## src/rtl/imm_ext_pipe.sv

```systemverilog
// imm_ext_pipe: registered immediate-extension stage for decode->execute.
// Four extension modes (sign, zero, LUI-upper, branch offset). An output
// register plus one skid entry keep in_ready a pure register, so the
// upstream stage never sees a combinational path from out_ready.
module imm_ext_pipe #(
    parameter int IMM_W  = 16,
    parameter int DATA_W = 32,
    parameter int TAG_W  = 5
) (
    input  logic              clk,
    input  logic              rst,
    input  logic              flush,
    input  logic              in_valid,
    output logic              in_ready,
    input  logic [IMM_W-1:0]  in_imm,
    input  logic [1:0]        in_mode,
    input  logic [TAG_W-1:0]  in_tag,
    output logic              out_valid,
    input  logic              out_ready,
    output logic [DATA_W-1:0] out_data,
    output logic [TAG_W-1:0]  out_tag
);

    localparam int PAD_W = DATA_W - IMM_W;

    typedef enum logic [1:0] {
        MODE_SEXT = 2'b00,
        MODE_ZEXT = 2'b01,
        MODE_LUI  = 2'b10,
        MODE_BOFS = 2'b11
    } mode_e;

    logic              out_valid_q, out_valid_d;
    logic [DATA_W-1:0] out_data_q,  out_data_d;
    logic [TAG_W-1:0]  out_tag_q,   out_tag_d;
    logic              skid_valid_q, skid_valid_d;
    logic [DATA_W-1:0] skid_data_q,  skid_data_d;
    logic [TAG_W-1:0]  skid_tag_q,   skid_tag_d;

    logic              accept;
    logic              out_free;
    logic [DATA_W-1:0] sext;
    logic [DATA_W-1:0] ext;

    // Extension arithmetic; branch offset reuses the sign-extended value.
    always_comb begin
        sext = {{PAD_W{in_imm[IMM_W-1]}}, in_imm};
        ext  = sext;
        case (mode_e'(in_mode))
            MODE_SEXT: ext = sext;
            MODE_ZEXT: ext = {{PAD_W{1'b0}}, in_imm};
            MODE_LUI:  ext = {in_imm, {PAD_W{1'b0}}};
            MODE_BOFS: ext = {sext[DATA_W-3:0], 2'b00};
            default:   ext = sext;
        endcase
    end

    // Skid entry empty <=> room for one more beat; taken straight from a flop.
    assign in_ready = !skid_valid_q;
    assign accept   = in_valid && in_ready;
    assign out_free = !out_valid_q || out_ready;

    // Next-state for output register and skid entry; flush overrides everything.
    always_comb begin
        out_valid_d  = out_valid_q;
        out_data_d   = out_data_q;
        out_tag_d    = out_tag_q;
        skid_valid_d = skid_valid_q;
        skid_data_d  = skid_data_q;
        skid_tag_d   = skid_tag_q;
        if (flush) begin
            out_valid_d  = 1'b0;
            skid_valid_d = 1'b0;
        end else if (out_free) begin
            if (skid_valid_q) begin
                // Oldest beat lives in skid: promote it, refill skid if possible.
                out_valid_d  = 1'b1;
                out_data_d   = skid_data_q;
                out_tag_d    = skid_tag_q;
                skid_valid_d = accept;
                if (accept) begin
                    skid_data_d = ext;
                    skid_tag_d  = in_tag;
                end
            end else begin
                out_valid_d = accept;
                if (accept) begin
                    out_data_d = ext;
                    out_tag_d  = in_tag;
                end
            end
        end else if (accept) begin
            // Consumer stalled with output full: park the new beat in skid.
            skid_valid_d = 1'b1;
            skid_data_d  = ext;
            skid_tag_d   = in_tag;
        end
    end

    // State registers, cleared asynchronously so outputs are X-free after reset.
    always_ff @(posedge clk or posedge rst) begin
        if (rst) begin
            out_valid_q  <= 1'b0;
            out_data_q   <= '0;
            out_tag_q    <= '0;
            skid_valid_q <= 1'b0;
            skid_data_q  <= '0;
            skid_tag_q   <= '0;
        end else begin
            out_valid_q  <= out_valid_d;
            out_data_q   <= out_data_d;
            out_tag_q    <= out_tag_d;
            skid_valid_q <= skid_valid_d;
            skid_data_q  <= skid_data_d;
            skid_tag_q   <= skid_tag_d;
        end
    end

    assign out_valid = out_valid_q;
    assign out_data  = out_data_q;
    assign out_tag   = out_tag_q;

endmodule

```

## config.mk

```make
export PLATFORM = sky130hd
export DESIGN_NAME = imm_ext_pipe
export DESIGN_NICKNAME = d
export VERILOG_FILES = /design/src/rtl/imm_ext_pipe.sv
export SDC_FILE = /design/constraint.sdc
export NUM_CORES = 1
export LEC_CHECK = 0
export CORE_UTILIZATION = 57
export DETAILED_ROUTE_END_ITERATION = 6
export GPL_ROUTABILITY_DRIVEN = 0
export HOLD_SLACK_MARGIN = 0.1
export PLACE_DENSITY = 0.95
export SYNTH_ARGS = -nofsm -noshare
export SYNTH_HDL_FRONTEND = slang
export SYNTH_SLANG_ARGS = --single-unit
```

## constraint.sdc

```tcl
create_clock -name clk -period 4.5 [get_ports clk]
set_clock_uncertainty 0.05 [all_clocks]
set_input_delay 0.45 -clock clk [delete_from_list [all_inputs] [get_ports clk]]
set_output_delay 0.45 -clock clk [all_outputs]
set_load 0.01 [all_outputs]
```

Word level (Yosys, flattened, before mapping)
Cells that the tools add are included.

Eq/ne operators: 4. Bitwise gates (word level): 1. Multiplexer cells: 18. Reductions and logical operators: 10.

Operators by type and width (number): two-way mux 32 bit (5); case mux 32 bit (4 select lines) (1); two-way mux 5 bit (5); two-way mux 1 bit (7); equality test 2 bit, second input constant (2); nonzero test 2 bit (2); AND reduction 3 bit (1); nonzero test 3 bit (1); equality test 2 x 1 -> 1 bit, second input constant (1); zero test 1 bit (2); zero test 2 bit (1); != test 2 bit, second input constant (1); AND reduction 2 bit (1); logical AND 1 bit (1); logical OR 1 bit (1); NOT 1 bit (1).

Bits of input ports: 28. Logic and storage cells: 39. Register bits after elaboration: 76. Output and inout port bits: 39.

Longest topological paths before layout
Gate-level depths: netlist of the first run.

Depth in word-level cells: 5. Gate-level depth with buffers: 6. Depth with buffers taken out: 3.

Least setup slack after synthesis of the first run
No wires, ideal clock.

Path type: in2reg. Start: input port in_mode[1]. End: register skid_data_q[10]. Data required time: 4.325 ns. Data arrival time: 1.447 ns. Slack: 2.879 ns. Stages on the path: 6. Cell sequence: buf_2 > and2_1 > buf_2 > buf_2 > a22o_1 > mux2_2.

Longest elaborated chain between the ends: 5. Elaborated cells on any way between the ends: 8.

RTL lines: start: declaration (RTL line 16) `input logic [1:0] in_mode,`; equality test 2 bit (tied with other cells) (RTL line 49) `case (mode_e'(in_mode))`; case mux 32 bit (4 select lines) * (RTL line 49); two-way mux 32 bit * (RTL line 81, 92); two-way mux 32 bit (RTL line 75) `if (skid_valid_q) begin`; two-way mux 32 bit * (RTL line 74) `end else if (out_free) begin`; end signal: assignment (RTL line 114) `skid_data_q <= skid_data_d;`; end: declaration (RTL line 37) `logic [DATA_W-1:0] skid_data_q, skid_data_d;`.

Every way passes the cells marked *; elsewhere a longest branch is shown, timed or not. The select of a mux whose other input is x is not followed. A chain may end at the register's enable or synchronous reset.

Worst setup path in the final report of the first run
Start: input port out_ready. End: register skid_data_q[21].

Longest elaborated chain between the ends: 3. Elaborated cells on any way between the ends: 4.

RTL lines: start: declaration (RTL line 19) `input logic out_ready,`; logical OR 1 bit * (RTL line 61) `assign out_free = !out_valid_q || out_ready;`; != test 2 bit (no line); AND reduction 2 bit (no line).

Every way passes the cells marked *; elsewhere a longest branch is shown, timed or not.

==> metrics.yaml, run 1 <==
outcome:
  run_status: "finished, final reports clean"
timing:
  setup_tns_ns: 0
  worst_pin_slew_ns: 1.036
  grt_setup_unrepaired: "no"
  fmax_ghz: 0.3695
  period_needed_ns: 2.707
  hold_viol: 0
  relSlewSlack_pct: 30.84
  final-setup-viol-count: 0
  post-route-period-util_pct: 60.15
  report.final.slew_viol_count: 0
logic_synthesis:
  synth_area_mm2: 0.003974
  synth_top_cell_area_share_pct: 47.86
  synth-main-ff-cell: "dfrtp_1"
  yosysTopAreaCell: "dfrtp_1"
  avgSynthCellArea_um2: 11.16
  yosysMostFrequentCell: "dfrtp_1"
  synth_commonest_cells: "dfrtp_1, o21ai_0, mux2_2, mux2i_1, nor2b_1"
  async_flop_share_pct: 100.0
  synth_cells: 356
  ys_warn_count: 0
  seq_area_frac_synth_pct: 47.86
  synth_nets: 384
  ys_seq_elements: 76
  yosysUniqueCellTypes: 34
  synthTopCellsByArea: "dfrtp_1, mux2_2, mux2i_1"
  synth-edff-count: 0
clock_network:
  clk_path_buf_depth: 2
  clk_latency_ns: 0.36
  ctsResizeCount: 0
  cts_tree: "done"
  cts_root_buffer: "clkbuf_8"
  cts-htree-levels: 3
  postCtsSetupRepairBufs: 0
  cts_num_sinks: 76
  cts.clk_slew.worst_paths_ns: 0.08
  cts_buffers: 9
  postCtsHoldBufs: 0
drt:
  drc: 0
  vias_per_cell: 6.536
  num_vias: 3196
  wl_um: 9738
  routedWlPerCell_um: 19.91
  drtAntennaViolNets: 0
  dr.pass1.iters: 5
  drt_iter0_drc: 293
global_routing:
  grtUsageMet1_pct: 37.19
  met3_usage_pct: 6.256
  grt_util_met2_pct: 44.58
  grt_max_degree: 52
  track_usage_pct: 28.24
  grt-ovfl-total: 0
  grt_pass1_vias: 3188
  antenna_found_initial: 0
  grt_pass1_wl_um: 15850
  grt_most_used_layer: "met2"
worst_hold_path:
  holdPathEnd: "skid_data_q[22]$_DFFE_PP0P_"
  hold_start: "skid_data_q[22]$_DFFE_PP0P_"
  hold_path.class: "flip-flop to flip-flop"
  hold_depth: 1
cells_and_area:
  syn_to_final_growth_pct: 21.22
  fin_util_pct: 71.30
  drive_gt1_share_pct: 18.09
  diodes: 0
  layout.nets: 432
  fillCellCount: 470
  fin_cells: 489
critical_path:
  critPathKind: "primary input to flip-flop"
  end_kind: "flip-flop"
  timing.rr.start: "out_valid$_DFFE_PP0P_"
  cp_num_buf_inv: 1
  r2r_end: "skid_data_q[21]$_DFFE_PP0P_"
  slowest_delay_ns: 0.71
  crit_path_start_kind: "primary input"
  arrival_ns: 2.90
  crit_fanout: 39
  cp_top_family: "simple AND/OR/NAND/NOR gates"
  cp_slowest_cell: "nor2b_4"
  crit_chain: "clkdlybuf4s50_1 -> nor2b_4 -> nand4_4 -> mux2_1"
  required_ns: 4.69
  rr_worst_depth: 3
  regToRegSetupSlack_ns: 1.93
placement:
  dp_cells: 473
  place_hpwl_um: 6029
  port_buffers: 66
die:
  floorplan.initialDensity_pct: 58.81
  chipHeight_um: 85.50
  io-pin-count: 67
  rows: 30
  core-area_mm2: 0.006756
  die_area_mm2: 0.007309
  die_x_um: 85.50
power_and_ir_drop:
  p_leak_nw: 2.087
  peakVddDrop_uv: 279.5
  powerDensity_mw_per_mm2: 412.3
  power.total_mw: 1.986
run:
  maxCapViolCount: 0
## flip-flops by register name (all words and copies together) (netlist names)
signal / cells
out_data: 32
out_tag: 5
out_valid: 1
skid_data_q: 32
skid_tag_q: 5
skid_valid_q: 1
## stage by stage
step                      setup slack (ns)  instance area (um2)  hold WS, ns
after floorplan                      2.062                 3974       0.4064
after global placement               1.513                 4568       0.4162
after detailed placement             1.430                 4568       0.4277
after CTS                            1.832                 4817       0.4560
after global routing                 1.670                 4817       0.4736
final                                1.793                 4817       0.4616
## power by group
part / internal [mW] / switching [mW] / leakage [nW] / total, mW
Combinational: 0.246 / 0.195 / 0.998 / 0.441
Sequential: 0.819 / 0.0767 / 0.967 / 0.896
Clock: 0.383 / 0.265 / 0.122 / 0.649
## layout make-up
| class | count | area (um2) | area share, % |
|---|---|---|---|
| Tap cell | 80 | 100.1 | 2.078 |
| Multi-Input combinational cell | 239 | 1834 | 38.08 |
| Inverter | 5 | 18.77 | 0.3896 |
| Clock buffer | 10 | 137.6 | 2.857 |
| Clock inverter | 6 | 111.4 | 2.312 |
| Sequential cell | 76 | 1902 | 39.48 |
| Timing Repair Buffer | 73 | 713.2 | 14.81 |
## layout by cell type (no fill, tap or decap), drive strengths merged
master,count
mux2i,23
clkbuf,10
dfrtp,76
nor2b,19
and2,3
clkinvlp,1
nand4,1
inv,4
clkinv,3
o21ai,45
buf,7
a31o,1
nand2b,2
a211oi,1
clkdlybuf4s50,66
a31oi,1
nor2,15
nor3,16
o31ai,14
bufinv,3
a22o,28
nand3,2
a221oi,13
o211ai,1
a21oi,2
or3,1
o21bai,15
mux2,36
## kinds of logic after synthesis
| kind of cell | synth area share (%) |
|---|---|
| mux | 15.99 |
| simple gates | 8.407 |
| buf+inv | 5.982 |
| flops | 47.86 |
| compound gates | 21.76 |
## routing by layer
layer,part of all wire (%),up-vias
met5,0,-
met4,2.2,0
met3,7.5,25
met2,50,172
met1,41,1582
li1,-,1417
## worst max-delay path by stage
| stage | from | end | slack (ns) | cells past startpoint |
|---|---|---|---|---|
| 2_1_floorplan | rst | out_data[0]$_DFFE_PP0P_ | 2.06 | 1 |
| 4_1_cts | out_ready | skid_data_q[21]$_DFFE_PP0P_ | 1.83 | 4 |
| 3_3_place_gp | out_ready | skid_data_q[21]$_DFFE_PP0P_ | 1.51 | 4 |
| 6_report | out_ready | skid_data_q[21]$_DFFE_PP0P_ | 1.79 | 4 |
| 3_5_place_dp | out_ready | skid_tag_q[0]$_DFFE_PP0P_ | 1.43 | 4 |
| 5_1_grt | out_ready | skid_data_q[21]$_DFFE_PP0P_ | 1.67 | 4 |
Note: power is estimated with default switching activity, not from simulation.
==> run 2, diff against run 1 <==
- CORE_UTILIZATION: 57 -> 48
- PLACE_DENSITY: 0.95 -> 0.86
- clock period: 4.5 -> 2.4 ns (I/O delays scaled with it)
==> metrics.yaml, run 2 (synthesis gave the netlist of run 1 again) <==
global_routing:
  grt_pass1_wl_um: 16230  # +2.4%
  antenna_found_initial: 0  # unchanged
  grt-ovfl-total: 0  # unchanged
  grt_max_degree: 45  # -13%
  track_usage_pct: 24.32  # -3.9 points
  grt_pass1_vias: 3266  # +2.4%
timing:
  grt_setup_unrepaired: "no"
  hold_viol: 0  # unchanged
  period_needed_ns: 2.037
  setup_tns_ns: 0  # unchanged
  report.final.slew_viol_count: 0  # unchanged
  whs_ns: 0.1587  # -0.3029 ns
  relSlewSlack_pct: 68.97  # +38 points
  final-setup-viol-count: 0  # unchanged
  fmax_ghz: 0.4910
  worst_pin_slew_ns: 0.4648  # -0.5710 ns
  post-route-period-util_pct: 84.86
run:
  maxCapViolCount: 0  # unchanged
clock_network:
  cts_tree: "done"
  cts_root_buffer: "clkbuf_8"
  cts-htree-levels: 3  # unchanged
  postCtsSetupRepairBufs: 0  # unchanged
  cts.clk_slew.worst_paths_ns: 0.08  # about the same
  cts_num_sinks: 76  # unchanged
  cts_buffers: 9  # unchanged
  clk_latency_ns: 0.36  # about the same
  ctsResizeCount: 0  # unchanged
  postCtsHoldBufs: 0  # unchanged
  clk_path_buf_depth: 2  # unchanged
cells_and_area:
  syn_to_final_growth_pct: 22.61
  diodes: 0  # unchanged
  ff_latch_area_mm2: 0.001902  # unchanged
  multi_input_area_mm2: 0.001834  # unchanged
  fillCellCount: 645  # +37%
  most-common-layout-cells: "dfrtp_1, clkdlybuf4s50_1, o21ai_0"
  final_common_cell: "dfrtp_1"
  drive_gt1_share_pct: 19.81  # +1.7 points
  fin_area_mm2: 0.004872  # +1.1%
  layout.nets: 442  # +2.3%
  fin_util_pct: 62.09  # -9.2 points
placement:
  placed_area_mm2: 0.004683  # +2.5%
  port_buffers: 66  # unchanged
  place_hpwl_um: 6621  # +9.8%
drt:
  wl_um: 9877  # +1.4%
  drc: 0  # unchanged
  vias_per_cell: 6.121  # -6.3%
  routedWlPerCell_um: 18.96  # -4.8%
  dr.pass1.iters: 4  # -1
  num_vias: 3189  # -0.22%
  drtAntennaViolNets: 0  # unchanged
  drt_iter0_drc: 204  # -30%
critical_path:
  crit_path_start_kind: "flip-flop"
  critPathKind: "flip-flop to output pin"
  crit_fanout: 9  # -77%
  required_ns: 2.11  # -2.58 ns
  end_kind: "output pin"
  arrival_ns: 1.75  # -1.15 ns
die:
  core-area_mm2: 0.007848  # +16%
  chipHeight_um: 92.99  # +8.8%
  rows: 32  # +6.7%
  die_area_mm2: 0.008646  # +18%
  io-pin-count: 67  # unchanged
  die_x_um: 92.99  # +8.8%
  floorplan.initialDensity_pct: 50.64  # -8.2 points
worst_hold_path:
  hold_path.class: "primary input to async pin"
power_and_ir_drop:
  p_leak_nw: 2.109  # +1.1%
  powerDensity_mw_per_mm2: 709.5  # +72%
  peakVddDrop_uv: 275.7  # -1.4%
outcome:
  run_status: "finished, final reports clean"
-- run 2: critical path, cell delays in order, from the launching register on --
cell	delay (ns)
dfrtp_1	0.64
inv_1	0.22
clkdlybuf4s50_1	0.53
-- run 2: cell type report --
| type | instances | share of cell area [%] |
|---|---|---|
| repair buffers | 83 | 16.44 |
| multi-input cells | 239 | 37.65 |
| clock buffers | 13 | 3.467 |
| flip-flops and latches | 76 | 39.03 |
| well taps | 102 | 2.619 |
| inverters | 5 | 0.3852 |
| clock inverters | 3 | 0.4109 |
-- run 2: power by group --
part / switching (mW) / leakage, nW / internal [mW]
Combinational: 0.360 / 1.05 / 0.472
Sequential: 0.142 / 0.967 / 1.54
Clock: 0.487 / 0.0917 / 0.459
-- run 2: path summary, 6_finish.rpt --
check	startpoint	endpoint	slack, ns	cells after the start
max reg2reg	skid_valid_q$_DFFE_PP0P_	skid_data_q[19]$_DFFE_PP0P_	0.57	4
min reg2reg	skid_data_q[31]$_DFFE_PP0P_	skid_data_q[31]$_DFFE_PP0P_	0.44	1
min	rst	out_data[26]$_DFFE_PP0P_	0.16	2
max	skid_valid_q$_DFFE_PP0P_	in_ready	0.36	2
max in group asynchronous	rst	out_data[17]$_DFFE_PP0P_	1.55	3
min in group clk	skid_data_q[31]$_DFFE_PP0P_	skid_data_q[31]$_DFFE_PP0P_	0.44	1
-- run 2: metrics by stage --
step                total power, mW  instances  setup WS, ns
CTS                           3.465        521        0.3542
global route                  3.624        521        0.2690
finish                        3.457        521        0.3634
floorplan                     2.138        356        0.1717
detailed placement            2.532        505        0.2653
global placement              2.487        505        0.3703
-- run 2: per-layer routing --
metal / share of wire, % / global-route usage (%) / up-vias
met5: 0 / 0 / -
met4: 1.9 / 10.26 / 0
met3: 6.4 / 4.715 / 15
met2: 49 / 39.15 / 134
met1: 42 / 32.11 / 1609
li1: - / - / 1431
==> run 3, diff against run 2 <==
- CORE_UTILIZATION: 48 -> 53
- PLACE_DENSITY: 0.86 -> 0.9
- clock period: 2.4 -> 2 ns (I/O delays scaled with it)
==> metrics.yaml, run 3 (synthesis gave the netlist of run 1 again) <==
critical_path:
  crit_path_start_kind: "flip-flop"
  timing.rr.start: "skid_valid_q$_DFFE_PP0P_"
  crit_path_start: "skid_valid_q$_DFFE_PP0P_"
  r2r_end: "out_data[19]$_DFFE_PP0P_"
  slowest_delay_ns: 0.56  # -0.08 ns
  regToRegSetupSlack_ns: 0.30  # -0.27 ns
  critPathKind: "flip-flop to output pin"
  arrival_ns: 1.60  # -0.15 ns
  rr_worst_depth: 4  # unchanged
  end_kind: "output pin"
  crit_fanout: 7  # -2
  cp_slowest_cell: "clkdlybuf4s50_1"
  required_ns: 1.75  # -0.36 ns
  crit_path_end: "in_ready"
  crit_chain: "inv_2 -> clkdlybuf4s50_1"
timing:
  post-route-period-util_pct: 92.36
  hold_viol: 0  # unchanged
  report.final.slew_viol_count: 0  # unchanged
  worst_pin_slew_ns: 0.4652  # +0.0003606 ns
  grt_setup_unrepaired: "no"
  period_needed_ns: 1.847
  relSlewSlack_pct: 68.92  # about the same
  final-setup-viol-count: 0  # unchanged
  setup_tns_ns: 0  # unchanged
  fmax_ghz: 0.5413
power_and_ir_drop:
  p_leak_nw: 2.138  # +1.3%
  powerDensity_mw_per_mm2: 848.0  # +20%
  peakVddDrop_uv: 459.9  # +67%
cells_and_area:
  final_common_cell: "dfrtp_1"
  multi_input_area_mm2: 0.001834  # unchanged
  syn_to_final_growth_pct: 24.06
  drive_gt1_share_pct: 20.80  # +0.99 points
  diodes: 0  # unchanged
  fin_cells: 522  # +0.19%
  fillCellCount: 536  # -17%
  ff_latch_area_mm2: 0.001902  # unchanged
  most-common-layout-cells: "dfrtp_1, clkdlybuf4s50_1, o21ai_0"
  layout.nets: 446  # +0.90%
global_routing:
  antenna_found_initial: 0  # unchanged
  grt_pass1_wl_um: 15750  # -2.9%
  met3_usage_pct: 6.996  # +2.3 points
  grt_pass1_vias: 3030  # -7.2%
  grt_util_met2_pct: 41.75  # +2.6 points
  grt-ovfl-total: 0  # unchanged
  grtUsageMet1_pct: 36.56  # +4.5 points
  track_usage_pct: 26.89  # +2.6 points
  grt_max_degree: 37  # -18%
  grt_most_used_layer: "met2"
die:
  rows: 31  # -3.1%
  io-pin-count: 67  # unchanged
  die_area_mm2: 0.007848  # -9.2%
  die_x_um: 88.59  # -4.7%
  core-area_mm2: 0.007253  # -7.6%
  floorplan.initialDensity_pct: 54.79  # +4.1 points
  chipHeight_um: 88.59  # -4.7%
run:
  maxCapViolCount: 0  # unchanged
clock_network:
  clk_latency_ns: 0.35  # about the same
  cts_root_buffer: "clkbuf_8"
  cts-htree-levels: 3  # unchanged
  postCtsSetupRepairBufs: 0  # unchanged
  clk_path_buf_depth: 2  # unchanged
  cts_buffers: 9  # unchanged
  cts.clk_slew.worst_paths_ns: 0.08  # about the same
  cts_tree: "done"
  cts_num_sinks: 76  # unchanged
drt:
  drc: 0  # unchanged
  drtAntennaViolNets: 0  # unchanged
  routedWlPerCell_um: 18.59  # -1.9%
  vias_per_cell: 6.056  # -1.1%
  drt_iter0_drc: 264  # +29%
  dr.pass1.iters: 4  # unchanged
  wl_um: 9704  # -1.8%
  num_vias: 3161  # -0.88%
placement:
  port_buffers: 66  # unchanged
  place_hpwl_um: 6614  # -0.11%
  dp_cells: 506  # +0.20%
outcome:
  run_status: "finished, final reports clean"
worst_hold_path:
  hold_path.class: "primary input to async pin"
[run 3: cell types whose count changed in the layout (fill, tap and decap cells not counted), sizes merged]
cell,delta
bufinv,+1
clkbuf,-3
clkinv,+1
buf,+4
clkinvlp,+1
[run 3: metrics by stage]
step	power [mW]	setup slack, ns	hold slack, ns	util (%)	instance area, um2
2_1_floorplan	2.566	0.4249	0.2131	-	3978
3_3_place_gp	2.990	0.1307	0.4202	65.33	4738
3_5_place_dp	3.051	0.04886	0.4347	65.33	4738
4_1_cts	4.201	0.06513	0.1642	67.97	4930
5_1_grt	4.387	0.07622	0.1992	67.97	4930
6_report	4.181	0.1527	0.1580	67.97	4930
[run 3: worst min path at each step]
| stage | from | endpoint | slack, ns |
|---|---|---|---|
| 2_1_floorplan | flush | out_valid$_DFFE_PP0P_ | 0.21 |
| 3_3_place_gp | skid_data_q[31]$_DFFE_PP0P_ | skid_data_q[31]$_DFFE_PP0P_ | 0.42 |
| 3_5_place_dp | skid_data_q[31]$_DFFE_PP0P_ | skid_data_q[31]$_DFFE_PP0P_ | 0.43 |
| 4_1_cts | rst | skid_data_q[30]$_DFFE_PP0P_ | 0.16 |
| 5_1_grt | rst | out_data[26]$_DFFE_PP0P_ | 0.20 |
| 6_report | rst | out_data[25]$_DFFE_PP0P_ | 0.16 |
[run 3: power by group]
part	switching, mW	internal (mW)
Sequential	0.171	1.84
Clock	0.583	0.577
Combinational	0.431	0.576
[run 3: worst max-delay path, delay by kind of cell (launching register included)]
kind	cells	cell delay, ns
DFF	1	0.52
buffers and inverters	2	0.73
[run 3: layer usage]
| metal | wire, um | up-vias |
|---|---|---|
| met5 | 0 | - |
| met4 | 176 | 0 |
| met3 | 742 | 17 |
| met2 | 4668 | 156 |
| met1 | 4116 | 1541 |
| li1 | - | 1447 |
[run 3: layout make-up]
type | instances | area share [%]
well taps | 99 | 2.513
clock inverters | 6 | 1.294
flip-flops and latches | 76 | 38.58
inverters | 5 | 0.4569
clock buffers | 10 | 2.589
repair buffers | 87 | 17.36
multi-input cells | 239 | 37.21
[run 3: repair_timing]
item | CTS | global route
resized for setup | 0 | 1
endpoints found under the setup margin | 0 | 1
hold buffers | 0 | 0
